--- src/rtl/rv_pipe_pkg.sv ---
// ---------------------------------------------------------------------------
// rv_pipe_pkg
// Shared types and constants for the in-order pipeline stages.
//   ctrl_t       : decoded control bundle carried from ID into EX
//   CTRL_NOP     : all-zero control bundle, used for bubbles
//   ALU_OP_*     : encodings of ctrl_t.alu_op
//   idex_act_e   : per-edge action selected by the ID/EX register
//   ctrl_gate()  : passes a control bundle only for a real instruction
// ---------------------------------------------------------------------------
package rv_pipe_pkg;

   typedef struct packed {
      logic       reg_write;
      logic       mem_read;
      logic       mem_write;
      logic       mem_to_reg;
      logic       alu_src;
      logic [1:0] alu_op;
      logic       branch;
   } ctrl_t;

   localparam ctrl_t CTRL_NOP = '0;

   localparam logic [1:0] ALU_OP_ADD    = 2'b00; // address / plain add
   localparam logic [1:0] ALU_OP_BRANCH = 2'b01; // compare for branch
   localparam logic [1:0] ALU_OP_RTYPE  = 2'b10; // decode funct3/funct7
   localparam logic [1:0] ALU_OP_ITYPE  = 2'b11; // decode funct3 only

   // Action applied to the ID/EX register on the next rising edge.
   typedef enum logic [1:0] {
      ACT_LOAD   = 2'b00,
      ACT_HOLD   = 2'b01,
      ACT_BUBBLE = 2'b10
   } idex_act_e;

   // A non-instruction must never carry live control into EX.
   function automatic ctrl_t ctrl_gate(input ctrl_t c, input logic valid);
      ctrl_t r;
      if (valid) begin
         r = c;
      end else begin
         r = CTRL_NOP;
      end
      return r;
   endfunction

endpackage

--- src/rtl/load_use_detect.sv ---
// ---------------------------------------------------------------------------
// load_use_detect
// Combinational load-use hazard compare. Flags when the instruction in ID
// reads a register that the load currently in EX will write; the load data
// is only available after MEM, so one bubble is required.
// Ports:
//   ex_valid_i     : EX holds a real instruction
//   ex_mem_read_i  : instruction in EX is a load
//   ex_rd_i        : destination register of the instruction in EX
//   id_valid_i     : ID holds a real instruction
//   id_rs1_i/rs2_i : ID source register addresses
//   id_uses_rs1_i/id_uses_rs2_i : ID instruction actually reads that source
//   load_use_o     : hazard present this cycle
// ---------------------------------------------------------------------------
module load_use_detect #(
   parameter int REG_AW = 5
) (
   input  logic              ex_valid_i,
   input  logic              ex_mem_read_i,
   input  logic [REG_AW-1:0] ex_rd_i,
   input  logic              id_valid_i,
   input  logic [REG_AW-1:0] id_rs1_i,
   input  logic [REG_AW-1:0] id_rs2_i,
   input  logic              id_uses_rs1_i,
   input  logic              id_uses_rs2_i,
   output logic              load_use_o
);

   logic w_ex_load;
   logic w_rs1_hit;
   logic w_rs2_hit;

   // x0 is hard-wired zero, so a load into x0 never creates a dependency.
   assign w_ex_load = ex_valid_i & ex_mem_read_i & (ex_rd_i != {REG_AW{1'b0}});

   // Address matches only count for operands the instruction really reads.
   assign w_rs1_hit = id_uses_rs1_i & (id_rs1_i == ex_rd_i);
   assign w_rs2_hit = id_uses_rs2_i & (id_rs2_i == ex_rd_i);

   assign load_use_o = w_ex_load & id_valid_i & (w_rs1_hit | w_rs2_hit);

endmodule

--- src/rtl/id_ex_pipeline_reg.sv ---
// ---------------------------------------------------------------------------
// id_ex_pipeline_reg
// ID/EX pipeline register with integrated load-use hazard detection.
// Captures operands, register addresses, funct fields and control from ID
// every cycle and presents them to the EX stage one cycle later. A
// load-use hazard turns the next edge into a single bubble and raises
// stall_o so PC and IF/ID hold; flush_i kills the stage; hold_i freezes it.
// Ports:
//   clk, rst_n            : clock, asynchronous active-low reset
//   flush_i, hold_i       : branch flush, downstream freeze
//   id_*_i                : decoded instruction from the ID stage
//   stall_o               : combinational stall request towards PC / IF/ID
//   id_ex_*_o             : registered copies consumed by EX/forwarding
//   load_use_cnt_o        : saturating count of load-use bubbles
// ---------------------------------------------------------------------------
module id_ex_pipeline_reg
   import rv_pipe_pkg::*;
#(
   parameter int XLEN   = 32,
   parameter int REG_AW = 5,
   parameter int CNT_W  = 32
) (
   input  logic              clk,
   input  logic              rst_n,
   input  logic              flush_i,
   input  logic              hold_i,
   input  logic              id_valid_i,
   input  logic [XLEN-1:0]   id_pc_i,
   input  logic [XLEN-1:0]   id_rs1_data_i,
   input  logic [XLEN-1:0]   id_rs2_data_i,
   input  logic [XLEN-1:0]   id_imm_i,
   input  logic [REG_AW-1:0] id_rs1_i,
   input  logic [REG_AW-1:0] id_rs2_i,
   input  logic [REG_AW-1:0] id_rd_i,
   input  logic              id_uses_rs1_i,
   input  logic              id_uses_rs2_i,
   input  logic [2:0]        id_funct3_i,
   input  logic              id_funct7b5_i,
   input  ctrl_t             id_ctrl_i,
   output logic              stall_o,
   output logic              id_ex_valid_o,
   output logic [XLEN-1:0]   id_ex_pc_o,
   output logic [XLEN-1:0]   id_ex_rs1_data_o,
   output logic [XLEN-1:0]   id_ex_rs2_data_o,
   output logic [XLEN-1:0]   id_ex_imm_o,
   output logic [REG_AW-1:0] id_ex_rs1_o,
   output logic [REG_AW-1:0] id_ex_rs2_o,
   output logic [REG_AW-1:0] id_ex_rd_o,
   output logic [2:0]        id_ex_funct3_o,
   output logic              id_ex_funct7b5_o,
   output ctrl_t             id_ex_ctrl_o,
   output logic [CNT_W-1:0]  load_use_cnt_o
);

   // Counter stops at all-ones instead of wrapping back to zero.
   function automatic logic [CNT_W-1:0] sat_inc(input logic [CNT_W-1:0] v);
      logic [CNT_W-1:0] r;
      if (v == {CNT_W{1'b1}}) begin
         r = v;
      end else begin
         r = v + CNT_W'(1);
      end
      return r;
   endfunction

   // ---------------- state ----------------
   logic              r_valid;
   logic [XLEN-1:0]   r_pc;
   logic [XLEN-1:0]   r_rs1_data;
   logic [XLEN-1:0]   r_rs2_data;
   logic [XLEN-1:0]   r_imm;
   logic [REG_AW-1:0] r_rs1;
   logic [REG_AW-1:0] r_rs2;
   logic [REG_AW-1:0] r_rd;
   logic [2:0]        r_funct3;
   logic              r_funct7b5;
   ctrl_t             r_ctrl;
   logic [CNT_W-1:0]  r_cnt;

   // ---------------- next-state ----------------
   logic              w_valid_nxt;
   logic [XLEN-1:0]   w_pc_nxt;
   logic [XLEN-1:0]   w_rs1_data_nxt;
   logic [XLEN-1:0]   w_rs2_data_nxt;
   logic [XLEN-1:0]   w_imm_nxt;
   logic [REG_AW-1:0] w_rs1_nxt;
   logic [REG_AW-1:0] w_rs2_nxt;
   logic [REG_AW-1:0] w_rd_nxt;
   logic [2:0]        w_funct3_nxt;
   logic              w_funct7b5_nxt;
   ctrl_t             w_ctrl_nxt;
   logic [CNT_W-1:0]  w_cnt_nxt;

   logic              w_load_use;
   logic              w_cnt_inc;
   idex_act_e         w_act;

   load_use_detect #(
      .REG_AW (REG_AW)
   ) u_load_use_detect (
      .ex_valid_i    (r_valid),
      .ex_mem_read_i (r_ctrl.mem_read),
      .ex_rd_i       (r_rd),
      .id_valid_i    (id_valid_i),
      .id_rs1_i      (id_rs1_i),
      .id_rs2_i      (id_rs2_i),
      .id_uses_rs1_i (id_uses_rs1_i),
      .id_uses_rs2_i (id_uses_rs2_i),
      .load_use_o    (w_load_use)
   );

   // A flush already discards the ID instruction, so there is nothing to stall.
   assign stall_o = (w_load_use | hold_i) & ~flush_i;

   // Select the edge action: flush beats hold beats load-use beats normal load.
   always_comb begin
      w_act     = ACT_LOAD;
      w_cnt_inc = 1'b0;
      if (flush_i) begin
         w_act = ACT_BUBBLE;
      end else if (hold_i) begin
         w_act = ACT_HOLD;
      end else if (w_load_use) begin
         w_act     = ACT_BUBBLE;
         w_cnt_inc = 1'b1;
      end else begin
         w_act = ACT_LOAD;
      end
   end

   // Build next register contents for the selected action.
   always_comb begin
      w_valid_nxt    = r_valid;
      w_pc_nxt       = r_pc;
      w_rs1_data_nxt = r_rs1_data;
      w_rs2_data_nxt = r_rs2_data;
      w_imm_nxt      = r_imm;
      w_rs1_nxt      = r_rs1;
      w_rs2_nxt      = r_rs2;
      w_rd_nxt       = r_rd;
      w_funct3_nxt   = r_funct3;
      w_funct7b5_nxt = r_funct7b5;
      w_ctrl_nxt     = r_ctrl;
      w_cnt_nxt      = r_cnt;

      case (w_act)
         ACT_LOAD: begin
            w_valid_nxt    = id_valid_i;
            w_pc_nxt       = id_pc_i;
            w_rs1_data_nxt = id_rs1_data_i;
            w_rs2_data_nxt = id_rs2_data_i;
            w_imm_nxt      = id_imm_i;
            w_rs1_nxt      = id_rs1_i;
            w_rs2_nxt      = id_rs2_i;
            w_funct3_nxt   = id_funct3_i;
            w_funct7b5_nxt = id_funct7b5_i;
            // A non-instruction must not write back or match forwarding.
            w_ctrl_nxt     = ctrl_gate(id_ctrl_i, id_valid_i);
            if (id_valid_i) begin
               w_rd_nxt = id_rd_i;
            end else begin
               w_rd_nxt = {REG_AW{1'b0}};
            end
         end
         ACT_HOLD: begin
            w_valid_nxt = r_valid;
         end
         ACT_BUBBLE: begin
            // Register addresses cleared so forwarding never matches a bubble;
            // datapath fields are left as-is since nothing consumes them.
            w_valid_nxt = 1'b0;
            w_ctrl_nxt  = CTRL_NOP;
            w_rd_nxt    = {REG_AW{1'b0}};
            w_rs1_nxt   = {REG_AW{1'b0}};
            w_rs2_nxt   = {REG_AW{1'b0}};
            if (w_cnt_inc) begin
               w_cnt_nxt = sat_inc(r_cnt);
            end else begin
               w_cnt_nxt = r_cnt;
            end
         end
         default: begin
            w_valid_nxt = 1'b0;
            w_ctrl_nxt  = CTRL_NOP;
            w_rd_nxt    = {REG_AW{1'b0}};
            w_rs1_nxt   = {REG_AW{1'b0}};
            w_rs2_nxt   = {REG_AW{1'b0}};
         end
      endcase
   end

   // ID/EX state register with asynchronous clear.
   always_ff @(posedge clk or negedge rst_n) begin
      if (!rst_n) begin
         r_valid    <= 1'b0;
         r_pc       <= {XLEN{1'b0}};
         r_rs1_data <= {XLEN{1'b0}};
         r_rs2_data <= {XLEN{1'b0}};
         r_imm      <= {XLEN{1'b0}};
         r_rs1      <= {REG_AW{1'b0}};
         r_rs2      <= {REG_AW{1'b0}};
         r_rd       <= {REG_AW{1'b0}};
         r_funct3   <= 3'b000;
         r_funct7b5 <= 1'b0;
         r_ctrl     <= CTRL_NOP;
         r_cnt      <= {CNT_W{1'b0}};
      end else begin
         r_valid    <= w_valid_nxt;
         r_pc       <= w_pc_nxt;
         r_rs1_data <= w_rs1_data_nxt;
         r_rs2_data <= w_rs2_data_nxt;
         r_imm      <= w_imm_nxt;
         r_rs1      <= w_rs1_nxt;
         r_rs2      <= w_rs2_nxt;
         r_rd       <= w_rd_nxt;
         r_funct3   <= w_funct3_nxt;
         r_funct7b5 <= w_funct7b5_nxt;
         r_ctrl     <= w_ctrl_nxt;
         r_cnt      <= w_cnt_nxt;
      end
   end

   assign id_ex_valid_o    = r_valid;
   assign id_ex_pc_o       = r_pc;
   assign id_ex_rs1_data_o = r_rs1_data;
   assign id_ex_rs2_data_o = r_rs2_data;
   assign id_ex_imm_o      = r_imm;
   assign id_ex_rs1_o      = r_rs1;
   assign id_ex_rs2_o      = r_rs2;
   assign id_ex_rd_o       = r_rd;
   assign id_ex_funct3_o   = r_funct3;
   assign id_ex_funct7b5_o = r_funct7b5;
   assign id_ex_ctrl_o     = r_ctrl;
   assign load_use_cnt_o   = r_cnt;

endmodule

--- config.mk ---
export PLATFORM = sky130hd
export DESIGN_NAME = id_ex_pipeline_reg
export DESIGN_NICKNAME = d
export VERILOG_FILES = /design/src/rtl/rv_pipe_pkg.sv /design/src/rtl/load_use_detect.sv /design/src/rtl/id_ex_pipeline_reg.sv
export SDC_FILE = /design/constraint.sdc
export NUM_CORES = 1
export LEC_CHECK = 0
export ABC_AREA = 1
export CORE_AREA = 8 8 143 172
export CTS_CLUSTER_SIZE = 30
export DETAILED_ROUTE_END_ITERATION = 8
export DIE_AREA = 0 0 151 180
export PLACE_DENSITY = 0.77
export SLEW_MARGIN = 20
export SYNTH_ARGS = -nofsm -noshare
export SYNTH_HDL_FRONTEND = slang
export SYNTH_SLANG_ARGS = --single-unit
export TNS_END_PERCENT = 100
--- constraint.sdc ---
create_clock -name clk -period 2.6 [get_ports clk]
set_clock_uncertainty 0.15 [all_clocks]
set_input_delay 0.52 -clock clk [delete_from_list [all_inputs] [get_ports clk]]
set_output_delay 0.52 -clock clk [all_outputs]
set_load 0.005 [all_outputs]
======== Yosys cells after proc, flatten, opt, wreduce, memory -nomap -nowiden ========
Cells that the tools add are included.
word-level totals
  register bits ........................... 188
  bits of input ports ..................... 162
cells by class
  add/sub/neg operators ................... 1
  equality and inequality tests ........... 5
  multiplexer cells ....................... 13
  bitwise logic cells ..................... 11
  reductions and logical operators ........ 3
operator list
  cell                                           number
  adder 32 x 1 -> 32 bit, second input constant  1
  == test 32 bit, second input constant          1
  case mux 5 bit (2 select lines)                3
  case mux 8 bit (2 select lines)                1
  == test 5 bit                                  2
  two-way mux 8 bit                              1
  AND 1 bit                                      7
  two-way mux 2 bit                              3
  two-way mux 5 bit                              1
  nonzero test 5 bit                             1
  two-way mux 1 bit                              3
  AND reduction 3 bit                            1
  == test 2 x 1 -> 1 bit, second input constant  1
  == test 2 bit, second input constant           1
  logical NOT 2 bit                              1
  inverter 1 bit                                 2
  bitwise OR 1 bit                               2
  case mux 1 bit (2 select lines)                1

======== Longest topological paths before layout ========
  depth in word-level cells ............... 9
  gate-level depth with buffers ........... 12
  mapped depth without buffers ............ 10

======== Hierarchy ========
A second synthesis with hierarchy kept.
second synthesis, totals
  cell total of the unflattened synthesis .. 1040
  area, all modules ....................... 8242.9 um^2
by module, submodules not included
  module              instances  cells each  area an instance (um^2)  sequential area each (um^2)
  id_ex_pipeline_reg  1          988         8027.7                   4704.5
  load_use_detect     1          52          215.2                    0.0

======== Least setup slack after synthesis ========
No wires, ideal clock.
  kind .................................... input -> output
  start ................................... input id_rs2_i[0]
  end ..................................... output stall_o
  arrival ................................. 1.377 ns
  data required time ...................... 1.930 ns
  slack ................................... 0.553 ns
  cell stages on the path ................. 9
  path buffers ............................ 1
  path through ............................ inv_1 > nand2_1 > nand2_1 > nor2_1 > nand3_1 > nand2_1 > nand2_2 > buf_2 > o21ai_0
on the way
  longest elaborated chain between the ends .. 6
RTL lines
  item              line                       source
  start, declared   id_ex_pipeline_reg.sv:33   input logic [REG_AW-1:0] id_rs2_i,
  == test 5 bit     load_use_detect.sv:38      assign w_rs2_hit = id_uses_rs2_i & (id_rs2_i == ex_rd_i);
  AND 1 bit         load_use_detect.sv:38
  bitwise OR 1 bit  load_use_detect.sv:40      assign load_use_o = w_ex_load & id_valid_i & (w_rs1_hit | w_rs2_hit);
  AND 1 bit         load_use_detect.sv:40
  bitwise OR 1 bit  id_ex_pipeline_reg.sv:113  assign stall_o = (w_load_use | hold_i) & ~flush_i;
  AND 1 bit         id_ex_pipeline_reg.sv:113
  end, declared     id_ex_pipeline_reg.sv:40   output logic stall_o,
Every way passes these cells.

======== Worst setup path in the final report ========
  start ................................... input id_rs2_i[4]
  end ..................................... output stall_o
Same word-level chain as after synthesis.

==> out/metrics.sh <==
YOSYS_REGISTER_BITS=188
VIAS=8350
WORST_HOLD_STARTPOINT='id_ex_imm_o[10]'
DIEWIDTH_UM=151
TIMING_MAX_TRANSITION_VIOLATIONS_FINAL=0
FLOORPLAN.IO_PINS=351
HOLD_PATH.CLASS='reg2reg'
SETUP.WORST_PATH.END_CLASS='output port'
SYN_TO_FINAL_GROWTH_PCT=52.3
FINAL_ANTENNA_NET_COUNT=0
LAYOUT.CELLS.MOST_COMMON_LIST='sky130_fd_sc_hd__nand2_1, sky130_fd_sc_hd__clkdlybuf4s50_1, sky130_fd_sc_hd__dfrtp_1, sky130_fd_sc_hd__nand3_1, sky130_fd_sc_hd__nor2_1'
VIAS_PER_CELL=4.94
REQUIRED_NS=1.93
IR_WORST_VDD_mV=0.468
POST_DRT_WL_PER_CELL_UM=18.2
CELLLEAKAGEPOWER_nW=6.26
CTS.ROOT.BUFFER_CELL='sky130_fd_sc_hd__clkbuf_16'
MULTI_INPUT_AREA_SQ_MM=0.00337
SYN-MEAN-INSTANCE-AREA_SQ_UM=8.12
CRITICAL_PATH_ARRIVAL_NS=1.89
WORST_SLEW_PIN_SLEW_NS=0.495
ANTENNA_CELLS_INSERTED=0
POST-ROUTE-PERIOD-UTIL_PCT=98.3
PLACEMENT_ROWS=60
SYN-NUM-NETS=1216
GRT_MAX_DEGREE=79
GLOBAL_ROUTE_WIRE_LENGTH_BEFORE_REPAIR_UM=48300
NUMPORTBUFFERS=350
FMAX_MHz=391
LAYOUT_COMMONEST_CELL='sky130_fd_sc_hd__nand2_1'
TRITONCTS='done'
GROUTE.USAGE.OVERALL_PCT=22.7
ROUTED_WIRELENGTH_UM=30700
FIRST_GLOBAL_VIAS=8616
SEQUENTIAL_CELL_AREA_SQ_MM=0.00470
PWR_DENSITY_CELL_mW_PER_MM2=573
FAILED_CHECKS='DRC'
PERIOD_MINUS_SLACK_NS=2.56
NETLIST_AREA_SQ_MM=0.00855
HTREEDEPTH=4
SYNTHESIZED_INSTANCE_COUNT=1053
CTS-ROOT-TO-SINK-BUFFERS=2
FF2FF_PATH_DEPTH=11
INSERTION_DELAY_NS=0.43
PLACEABLECOREAREA_SQ_MM=0.0219
YS_TYPES=25
DP_CELLS=1656
ANTENNA_FOUND_INITIAL=1
WORST_HOLD_PATH.ENDPOINT='id_ex_imm_o[10]'
POST_ROUTE_CELLS_DRIVE_ABOVE_1_SHARE_PCT=6.03
WORST-SETUP-PATH-TYPE='in2out'
FINALNONFILLERCELLS=1689
SEQ_AREA_FRAC_SYNTH_PCT=55.1
RUN_STATUS='finished with violations'
POST-CTS-SETUP-BUFFERS=0
DIE_FOOTPRINT_SQ_MM=0.0272
FF2FF_SETUP_SLACK_NS=0.26
GRT_SETUP_UNREPAIRED='true'
MAX-SLEW-MARGIN-REL_PCT=67.0
FIRST_ITER_VIOLATIONS=574
RR_ENDPOINT='id_ex_pc_o[9]'
DRT_PRE_ANTENNA_ITERS=6
NFILLCELLS=1935
TIMING.MAX_CAP.VIOLATIONS=0
POWER_mW=7.46
CHIPHEIGHT_UM=180
FINAL_NET_COUNT=1560
TIMING.HOLD.WS_NS=0.321
SYNTH_WARNINGS=0
TOTAL_HALF_PERIMETER_WIRELENGTH_AFTER_LEGALIZATION_AND_DETAILED_PLACEMENT_UM=22900
WORSTREG2REGSTART='id_ex_rd_o[3]'
CLKSINKCOUNT=188
LEFTOVER_OVERFLOW_AT_THE_END_OF_GLOBAL_ROUTING=0
HOLD-PATH-CELL-COUNT=2
FINAL-SETUP-VIOL-COUNT=0
TIMING.CRITICAL_PATH.FANOUT_MAX=2
FLOORPLAN.INITIALDENSITY_PCT=39.0
CTS.CLK_SLEW.WORST_PATHS_NS=0.08
DETAIL_ROUTE.DRC_VIOLATIONS=1
CTS_INSERTED_BUFFERS=17
TIMING.FINAL.HOLD_VIOLATIONS=0
CRITPATHLAUNCHTYPE='input port'
ROUTABILITYCONGESTION=0.976
## Yosys cell counts (all sizes together)
master | number | share of area [%]
nand2 | 486 | 21
nand3b | 9 | 0.79
clkbuf | 19 | 0.83
buf | 38 | 3.5
nand4 | 7 | 0.59
xnor2 | 4 | 0.41
o21ai | 19 | 1.1
o22ai | 5 | 0.37
nor2 | 48 | 2.3
dfrtp | 188 | 55
xor2 | 13 | 1.3
nor3 | 10 | 0.59
inv | 39 | 1.7
nand3 | 166 | 9.7
ha | 1 | 0.15
o21bai | 1 | 0.088
## cell type report
| class | count | area share (%) |
|---|---|---|
| repair buffers | 382 | 29.5 |
| multi-input cells | 769 | 25.9 |
| flip-flops and latches | 188 | 36.1 |
| clock inverters | 14 | 1.36 |
| clock buffers | 18 | 3.30 |
| well taps | 279 | 2.68 |
| inverters | 39 | 1.12 |
## through the flow
stage | setup WS [ns] | area (sq um) | setup TNS (ns) | utilization, %
floorplan | 0.553 | 8550 | 0 | -
global placement | -0.503 | 12400 | -51.72 | 56.4
detailed placement | -0.509 | 12400 | -49.14 | 56.4
CTS | 0.0320 | 13000 | 0 | 59.2
global route | 0.000114 | 13000 | 0 | 59.4
finish | 0.0432 | 13000 | 0 | 59.4
## repair_timing
action,4_1_cts,5_1_grt
hold buffers,1,0
endpoints found under the setup margin,1,103
gates resized for setup,10,8
pin swaps,2,2
hold endpoints to repair,52,0
## worst max-delay path, cell delays in order
cell and delay (ns):
sky130_fd_sc_hd__clkdlybuf4s50_1 0.48, sky130_fd_sc_hd__inv_1 0.05, sky130_fd_sc_hd__nand2_1 0.05, sky130_fd_sc_hd__nand2_1 0.08
sky130_fd_sc_hd__nor2_4 0.15, sky130_fd_sc_hd__nand3_1 0.12, sky130_fd_sc_hd__nand2_4 0.11, sky130_fd_sc_hd__nand2_4 0.05
sky130_fd_sc_hd__o21ai_1 0.11, sky130_fd_sc_hd__buf_2 0.16
## cell families (layout without fill, tap and decap cells)
family,count (synthesis),in the layout,synth area share (%)
compound gates,25,25,1.57
xor+xnor,17,17,1.74
fa+ha+maj,1,1,0.146
buf+inv,96,453,6.09
flops,188,188,55.1
simple gates,726,726,35.4
## registers in the layout (all words and copies together), names as in the netlist
signal            flops
id_ex_funct7b5_o      1
id_ex_ctrl_o          8
id_ex_rd_o            5
id_ex_rs2_data_o     32
load_use_cnt_o       32
id_ex_imm_o          32
id_ex_valid_o         1
id_ex_rs1_data_o     32
id_ex_rs1_o           5
id_ex_pc_o           32
id_ex_funct3_o        3
id_ex_rs2_o           5
## worst max path at each step
stage | start | endpoint | slack [ns]
after global placement | id_rs2_i[4] | stall_o | -0.50
after detailed placement | id_rs2_i[2] | stall_o | -0.51
after global routing | id_rs2_i[2] | stall_o | 0.0001
after floorplan | id_rs2_i[0] | stall_o | 0.55
after CTS | id_rs1_i[2] | stall_o | 0.03
final | id_rs2_i[4] | stall_o | 0.04
## where the power goes
part / leakage, nW / total, mW / switching [mW] / internal [mW]
clock: 0.299 / 2.71 / 1.25 / 1.46
combinational: 3.56 / 1.39 / 0.559 / 0.835
sequential: 2.40 / 3.36 / 0.159 / 3.20
total: 6.26 / 7.46 / 1.96 / 5.49
## routing by layer
layer	global-route usage (%)	routed length, um	up-vias	part of all wire, %
li1	-	-	4016	-
met1	25.9	11700	3940	38
met2	37.6	15000	320	49
met3	7.21	2580	72	8.4
met4	11.0	1330	2	4.3
met5	0	16	-	0.052
(Power assumes the default switching activity.)
